===== config.mk =====
export PLATFORM = sky130hd
export DESIGN_NAME = regfile_feed_sched
export DESIGN_NICKNAME = d
export VERILOG_FILES = /design/src/rtl/regfile_feed_sched.sv
export SDC_FILE = /design/constraint.sdc
export NUM_CORES = 2
export LEC_CHECK = 0
export CORE_ASPECT_RATIO = 0.6
export CORE_MARGIN = 2
export CORE_UTILIZATION = 55
export CTS_CLUSTER_DIAMETER = 100
export DETAILED_ROUTE_END_ITERATION = 16
export PLACE_DENSITY = 0.72
export SLEW_MARGIN = 20
export SYNTH_ARGS = -nofsm -noshare
export SYNTH_HDL_FRONTEND = slang
export SYNTH_SLANG_ARGS = --single-unit

===== constraint.sdc =====
create_clock -name clock -period 4.95 [get_ports clock]
set_input_delay 0.99 -clock clock [delete_from_list [all_inputs] [get_ports clock]]
set_output_delay 0.99 -clock clock [all_outputs]
set_load 0.02 [all_outputs]

===== src/rtl/regfile_feed_sched.sv =====
// -----------------------------------------------------------------------------
// regfile_feed_sched
//
// Register file for the pet-feeder core with a built-in feeding scheduler.
// DEPTH x WIDTH registers, two combinational read ports, one write port with
// write-through bypass. A block of registers holds N_ALARMS schedule slots
// (hour, min, ampm). Each slot is compared against the live time, and a
// feed-duration state machine drives the dispenser without CPU polling.
//
// Special registers:
//   0                      hard-wired zero, writes ignored
//   TIME_BASE .. +2        read: registered mirror of cur_hour/cur_min/cur_ampm
//                          write: not stored, pulses time_set_en[i] next cycle
//   DUR_REG                feed duration in tick_1hz periods (plain storage)
//   STATUS_REG             read-only {count[15:8], source[4:1], feed_active[0]}
//   FEED_REG               write of a nonzero value triggers a manual feed,
//                          not stored, always reads 0
//
// Ports:
//   clock              system clock, rising edge
//   ctrl_reset         asynchronous active-low reset
//   ctrl_writeEnable   write strobe
//   ctrl_writeReg      write address
//   data_writeReg      write data
//   ctrl_readRegA/B    read addresses
//   data_readRegA/B    combinational read data
//   cur_hour/min/ampm  current time from the clock module
//   tick_1hz           one-cycle pulse per second
//   time_set_en        one-cycle pulse per time field written (registered)
//   time_set_data      low byte of the write data, valid with time_set_en
//   feed_active        high while dispensing (registered)
//   feed_start         one-cycle pulse when a feed begins (registered)
// -----------------------------------------------------------------------------
module regfile_feed_sched #(
    parameter int WIDTH      = 32,
    parameter int DEPTH      = 32,
    parameter int N_ALARMS   = 3,
    parameter int ALARM_BASE = 10,
    parameter int TIME_BASE  = 19,
    parameter int DUR_REG    = 22,
    parameter int STATUS_REG = 23,
    parameter int FEED_REG   = 24,
    localparam int ADDR_W    = $clog2(DEPTH)
) (
    input  logic              clock,
    input  logic              ctrl_reset,
    input  logic              ctrl_writeEnable,
    input  logic [ADDR_W-1:0] ctrl_writeReg,
    input  logic [WIDTH-1:0]  data_writeReg,
    input  logic [ADDR_W-1:0] ctrl_readRegA,
    input  logic [ADDR_W-1:0] ctrl_readRegB,
    output logic [WIDTH-1:0]  data_readRegA,
    output logic [WIDTH-1:0]  data_readRegB,
    input  logic [7:0]        cur_hour,
    input  logic [7:0]        cur_min,
    input  logic              cur_ampm,
    input  logic              tick_1hz,
    output logic [2:0]        time_set_en,
    output logic [7:0]        time_set_data,
    output logic              feed_active,
    output logic              feed_start
);

    localparam logic [ADDR_W-1:0] ZERO_A   = {ADDR_W{1'b0}};
    localparam logic [ADDR_W-1:0] TIME_A0  = ADDR_W'(TIME_BASE);
    localparam logic [ADDR_W-1:0] TIME_A1  = ADDR_W'(TIME_BASE + 1);
    localparam logic [ADDR_W-1:0] TIME_A2  = ADDR_W'(TIME_BASE + 2);
    localparam logic [ADDR_W-1:0] STATUS_A = ADDR_W'(STATUS_REG);
    localparam logic [ADDR_W-1:0] FEED_A   = ADDR_W'(FEED_REG);
    localparam logic [WIDTH-1:0]  ZERO_W   = {WIDTH{1'b0}};
    localparam logic [WIDTH-1:0]  ONE_W    = {{(WIDTH-1){1'b0}}, 1'b1};
    localparam logic [3:0]        SRC_MANUAL = 4'hF;

    typedef enum logic [0:0] {
        ST_IDLE    = 1'b0,
        ST_FEEDING = 1'b1
    } state_t;

    // Storage and state
    logic [WIDTH-1:0]  regs_r [DEPTH];
    logic [7:0]        hour_m_r;
    logic [7:0]        min_m_r;
    logic              ampm_m_r;
    logic [N_ALARMS-1:0] fired_r;
    state_t            state_r;
    logic [WIDTH-1:0]  counter_r;
    logic              feed_start_r;
    logic              feed_active_r;
    logic [7:0]        count_r;
    logic [3:0]        source_r;
    logic [2:0]        time_set_en_r;
    logic [7:0]        time_set_data_r;

    // Combinational helpers
    logic [N_ALARMS-1:0] match_s;
    logic [N_ALARMS-1:0] fire_s;
    logic              manual_s;
    logic              trig_s;
    logic [3:0]        src_s;
    logic [2:0]        time_wr_s;
    logic [WIDTH-1:0]  status_s;
    logic [WIDTH-1:0]  dur_s;
    state_t            state_nxt_s;
    logic [WIDTH-1:0]  counter_nxt_s;
    logic              feed_start_nxt_s;
    logic [7:0]        count_nxt_s;
    logic [3:0]        source_nxt_s;

    // Addresses whose storage is never written by the write port.
    function automatic logic is_read_only(input logic [ADDR_W-1:0] a);
        return (a == ZERO_A)  || (a == TIME_A0)  || (a == TIME_A1) ||
               (a == TIME_A2) || (a == STATUS_A) || (a == FEED_A);
    endfunction

    // Read mux shared by both ports; bypass only reaches ordinary storage.
    function automatic logic [WIDTH-1:0] read_port(input logic [ADDR_W-1:0] a);
        logic [WIDTH-1:0] r;
        r = ZERO_W;
        if (a == ZERO_A) begin
            r = ZERO_W;
        end else if (a == TIME_A0) begin
            r = {{(WIDTH-8){1'b0}}, hour_m_r};
        end else if (a == TIME_A1) begin
            r = {{(WIDTH-8){1'b0}}, min_m_r};
        end else if (a == TIME_A2) begin
            r = {{(WIDTH-1){1'b0}}, ampm_m_r};
        end else if (a == STATUS_A) begin
            r = status_s;
        end else if (a == FEED_A) begin
            r = ZERO_W;
        end else if (ctrl_writeEnable && (ctrl_writeReg == a)) begin
            r = data_writeReg;
        end else begin
            r = regs_r[a];
        end
        return r;
    endfunction

    assign status_s = {{(WIDTH-16){1'b0}}, count_r, 3'b000, source_r, feed_active_r};
    assign dur_s    = regs_r[DUR_REG];
    assign manual_s = ctrl_writeEnable && (ctrl_writeReg == FEED_A) && (data_writeReg != ZERO_W);
    assign time_wr_s = {ctrl_writeEnable && (ctrl_writeReg == TIME_A2),
                        ctrl_writeEnable && (ctrl_writeReg == TIME_A1),
                        ctrl_writeEnable && (ctrl_writeReg == TIME_A0)};

    // Combinational read ports
    always_comb begin
        data_readRegA = read_port(ctrl_readRegA);
        data_readRegB = read_port(ctrl_readRegB);
    end

    // Per-slot comparators; an all-zero hour register disarms the slot.
    for (genvar k = 0; k < N_ALARMS; k++) begin : g_alarm
        localparam int HA = ALARM_BASE + 3 * k;
        assign match_s[k] = (regs_r[HA] != ZERO_W) &&
                            (regs_r[HA]     == {{(WIDTH-8){1'b0}}, cur_hour}) &&
                            (regs_r[HA + 1] == {{(WIDTH-8){1'b0}}, cur_min}) &&
                            (regs_r[HA + 2][0] == cur_ampm);
    end

    // A slot fires only on the first cycle of its matching window.
    assign fire_s = match_s & ~fired_r;

    // Trigger arbitration: manual first, then the lowest-numbered slot.
    always_comb begin
        trig_s = 1'b0;
        src_s  = 4'd0;
        if (manual_s) begin
            trig_s = 1'b1;
            src_s  = SRC_MANUAL;
        end else if (|fire_s) begin
            trig_s = 1'b1;
            for (int k = N_ALARMS - 1; k >= 0; k--) begin
                if (fire_s[k]) begin
                    src_s = 4'(k);
                end else begin
                    src_s = src_s;
                end
            end
        end else begin
            trig_s = 1'b0;
            src_s  = 4'd0;
        end
    end

    // Register storage write port
    always_ff @(posedge clock or negedge ctrl_reset) begin
        if (!ctrl_reset) begin
            for (int i = 0; i < DEPTH; i++) begin
                regs_r[i] <= ZERO_W;
            end
        end else if (ctrl_writeEnable && !is_read_only(ctrl_writeReg)) begin
            regs_r[ctrl_writeReg] <= data_writeReg;
        end
    end

    // Time mirror and time-set pulse generation
    always_ff @(posedge clock or negedge ctrl_reset) begin
        if (!ctrl_reset) begin
            hour_m_r        <= 8'h00;
            min_m_r         <= 8'h00;
            ampm_m_r        <= 1'b0;
            time_set_en_r   <= 3'b000;
            time_set_data_r <= 8'h00;
        end else begin
            hour_m_r        <= cur_hour;
            min_m_r         <= cur_min;
            ampm_m_r        <= cur_ampm;
            time_set_en_r   <= time_wr_s;
            time_set_data_r <= (|time_wr_s) ? data_writeReg[7:0] : 8'h00;
        end
    end

    // Fired latches follow the match so they clear when the minute moves on;
    // they keep tracking even while a feed is in progress.
    always_ff @(posedge clock or negedge ctrl_reset) begin
        if (!ctrl_reset) begin
            fired_r <= {N_ALARMS{1'b0}};
        end else begin
            fired_r <= match_s;
        end
    end

    // Feed FSM next-state and status updates
    always_comb begin
        state_nxt_s      = state_r;
        counter_nxt_s    = counter_r;
        feed_start_nxt_s = 1'b0;
        count_nxt_s      = count_r;
        source_nxt_s     = source_r;
        case (state_r)
            ST_IDLE: begin
                if (trig_s && (dur_s != ZERO_W)) begin
                    state_nxt_s      = ST_FEEDING;
                    counter_nxt_s    = dur_s;
                    feed_start_nxt_s = 1'b1;
                    count_nxt_s      = count_r + 8'd1;
                    source_nxt_s     = src_s;
                end else begin
                    state_nxt_s = ST_IDLE;
                end
            end
            ST_FEEDING: begin
                if (tick_1hz) begin
                    // <= also catches a corrupted zero count and exits cleanly
                    if (counter_r <= ONE_W) begin
                        state_nxt_s   = ST_IDLE;
                        counter_nxt_s = ZERO_W;
                    end else begin
                        counter_nxt_s = counter_r - ONE_W;
                    end
                end else begin
                    counter_nxt_s = counter_r;
                end
            end
            default: begin
                state_nxt_s   = ST_IDLE;
                counter_nxt_s = ZERO_W;
            end
        endcase
    end

    // Feed FSM state and registered outputs
    always_ff @(posedge clock or negedge ctrl_reset) begin
        if (!ctrl_reset) begin
            state_r       <= ST_IDLE;
            counter_r     <= ZERO_W;
            feed_start_r  <= 1'b0;
            feed_active_r <= 1'b0;
            count_r       <= 8'h00;
            source_r      <= 4'h0;
        end else begin
            state_r       <= state_nxt_s;
            counter_r     <= counter_nxt_s;
            feed_start_r  <= feed_start_nxt_s;
            feed_active_r <= (state_nxt_s == ST_FEEDING);
            count_r       <= count_nxt_s;
            source_r      <= source_nxt_s;
        end
    end

    assign time_set_en   = time_set_en_r;
    assign time_set_data = time_set_data_r;
    assign feed_active   = feed_active_r;
    assign feed_start    = feed_start_r;

endmodule


==> impl_metrics.ini <==
[run_status]
status = finished, final reports clean

[synthesis]
syn-num-nets = 4095
synth-main-ff-cell = dfrtp_1
yosys_warnings = 0
async_reset_ff_share_pct = 100
avgSynthCellArea_um2 = 14.6
synth_cells = 4024
synth-edff-count = 0
synthesis.area_um2 = 58800
synth.top_cell.area_share_pct = 46.8
yosys-top-cells-area = dfrtp_1, mux4_2, mux2_2, clkbuf_1, mux2i_1
yosysUniqueCellTypes = 74
ys_seq_elements = 1100
synth_common_cells = dfrtp_1, mux2_2, mux4_2
ys_seq_area_share_pct = 46.8
yosys.cell_count.top_type = dfrtp_1
synth_top_area_cell = dfrtp_1

[worst_setup_path]
r2r-end = counter_r[0]$_DFFE_PN0P_
path_class = primary input to output pin
crit_path_top_delay_cell = nor2_1
path_delay_family = simple AND/OR/NAND/NOR gates
arrival_ns = 3.93
timing.rr.start = regs_r[695]$_DFFE_PN0P_
cp-start-kind = primary input
worstPathMaxFanout = 28
r2r_slack_ns = 0.70
reg2reg_depth = 10
required_ns = 3.96
end_kind = output pin
worst-path-stages = 8
critPathMaxStageDelay_ns = 0.70
cp_cell_sequence = buf_4 -> buf_12 -> nand3b_1 -> nor2_2 -> nor2_1 -> a222oi_1 -> nor2_1 -> clkdlybuf4s50_1
path_buf_inv = 3
cp_common_cell = nor2_1

[layout]
final_core_util_pct = 63.5
area_growth_pct = 13.9
nFillCells = 7606
fin_cells = 5528
drive_above_1_share_pct = 49.6
nets = 4100

[detailed_routing]
wl_met2_mm = 81.5
wl_per_cell_um = 35.0
drt.antenna.violating_nets = 0
routed-wl-met3_mm = 26.7
via_per_inst = 7.20
dr.pass1.iters = 9
drc_errors = 0
top_layer = met5
wl_mm = 193
vias = 39812
wl_met1_mm = 78.0
first_iter_violations = 5630

[global_route]
grt_usage_pct = 35.8
grt_max_degree = 99
grt_pass1_vias = 39066
antenna_found_initial = 9
grt_pass1_wl_mm = 283
grt_overflow = 0

[timing]
slew_headroom_pct = 20.3
fin_crit_sh_pct = 99.4
skew_ns = 0.0266
worstMarginPinSlew_ns = 1.18
fmax_mhz = 203
drv_slew = 0
setup_viol = 0
rsz0062_at_grt = yes
min_period_ns = 4.92
hold_viol = 0

[cts]
clock_sinks = 1100
cts_buffer_depth = 3
clock_latency_ns = 0.73
root_buffer = clkbuf_16
clk_pin_slew_worst_paths_ns = 0.07
cts_buffers = 102
cts_hold_buf = 0
ctsHtreeMaxLevel = 3
cts_tree = built

[pwr]
p_leak_nw = 28.5
p_comb_share_pct = 23.0
internal_power_mw = 18.7
clkPwrFrac_pct = 32.2
swShare_pct = 29.6
ir_drop_uv = 358
switchingPower_mw = 7.84
power_density_nw_per_um2 = 395
power_frac_seq_pct = 44.8

[placement]
gp_congestion = 0.953
port_buffers = 144
placed_cells = 5333
hpwl_mm = 129

[floorplanning]
core-area_um2 = 106000
dieWidth_um = 426
placementRows = 92
die_h_um = 257
start_util_pct = 55.7
ios = 145
dieArea_um2 = 110000

[flow_run]
cap_violations = 0

[worst_hold_path]
hp-class = primary input to asynchronous set/reset pin
-- routing by layer --
| metal | vias up | global-route usage [%] |
|---|---|---|
| met5 | - | 0 |
| met4 | 8 | 11.4 |
| met3 | 431 | 13.5 |
| met2 | 2627 | 48.8 |
| met1 | 21250 | 53.3 |
| li1 | 15496 | - |
-- repair_timing --
item	in CTS	in global routing
buffers inserted	0	2
gates resized for setup	5	18
setup endpoints to repair	7	24
pin swaps	0	3
-- worst max-delay path by stage --
| stage | start | to |
|---|---|---|
| 5_1_grt | ctrl_readRegA[3] | data_readRegA[25] |
| 3_3_place_gp | ctrl_readRegB[0] | data_readRegB[21] |
| 3_5_place_dp | ctrl_readRegB[0] | data_readRegB[21] |
| 2_1_floorplan | ctrl_readRegB[1] | data_readRegB[0] |
| 4_1_cts | ctrl_readRegA[0] | data_readRegA[24] |
| 6_report | ctrl_readRegB[3] | data_readRegB[15] |
-- power by group through the flow --
stage	clock network [mW]	logic [mW]	registers [mW]
floorplan	0	4.08	11.3
finish	8.53	6.10	11.9
detailed placement	0	5.98	11.9
global placement	0	5.86	11.8
global route	8.95	6.43	12.0
CTS	8.60	6.02	11.8
-- placed cells by master, fill, tap and decap left out, types with 66 or more instances in the layout --
cell type           n
nor2_1            108
buf_12             68
clkdlybuf4s50_1   132
nor4_1             72
a21oi_1            66
nand2_1            79
mux4_2            623
clkbuf_16         102
dfrtp_1          1100
buf_4             266
mux2_2            845
-- cells by family after synthesis --
kind of cell / after synthesis / synth area share, %
adder cells (fa/ha/maj): 3 / 0.0638
multiplexers: 1520 / 40.9
XOR/XNOR: 65 / 0.968
AND/OR/NAND/NOR: 452 / 3.86
AO/OA/AOI/OAI: 290 / 3.40
buffers and inverters: 594 / 4.00
flip-flops: 1100 / 46.8
-- state kept, by name, indices dropped and copies added (netlist names) --
signal,cells
regs_r,992
ampm_m_r,1
time_set_data,8
feed_active,1
time_set_en,3
fired_r,3
min_m_r,8
count_r,8
counter_r,32
hour_m_r,8
feed_start,1
source_r,3
dur_s,32
-- area by class of cell --
| class | count | area [um2] | area share (%) |
|---|---|---|---|
| inverters | 15 | 60.1 | 0.0896 |
| diodes | 2 | 5.00 | 0.00747 |
| repair buffers | 480 | 4920 | 7.34 |
| multi-input cells | 2330 | 29200 | 43.5 |
| flip-flops and latches | 1100 | 27500 | 41.1 |
| clock buffers | 142 | 2920 | 4.36 |
| clock inverters | 49 | 644 | 0.961 |
| well taps | 1410 | 1760 | 2.63 |
-- through the flow --
step                cell area (um2)  power [mW]  TNS (ns)  setup slack (ns)  hold WS (ns)
detailed placement            63300        17.9    -0.151           -0.0913         0.382
floorplan                     58800        15.4         0             0.655         0.440
global placement              63300        17.7    -0.151           -0.0804         0.375
finish                        67000        26.5         0            0.0292         0.365
CTS                           66900        26.4         0           0.00478         0.379
global route                  67000        27.4   -0.0113          -0.00618         0.388
Power figures use the tool's default switching activity.
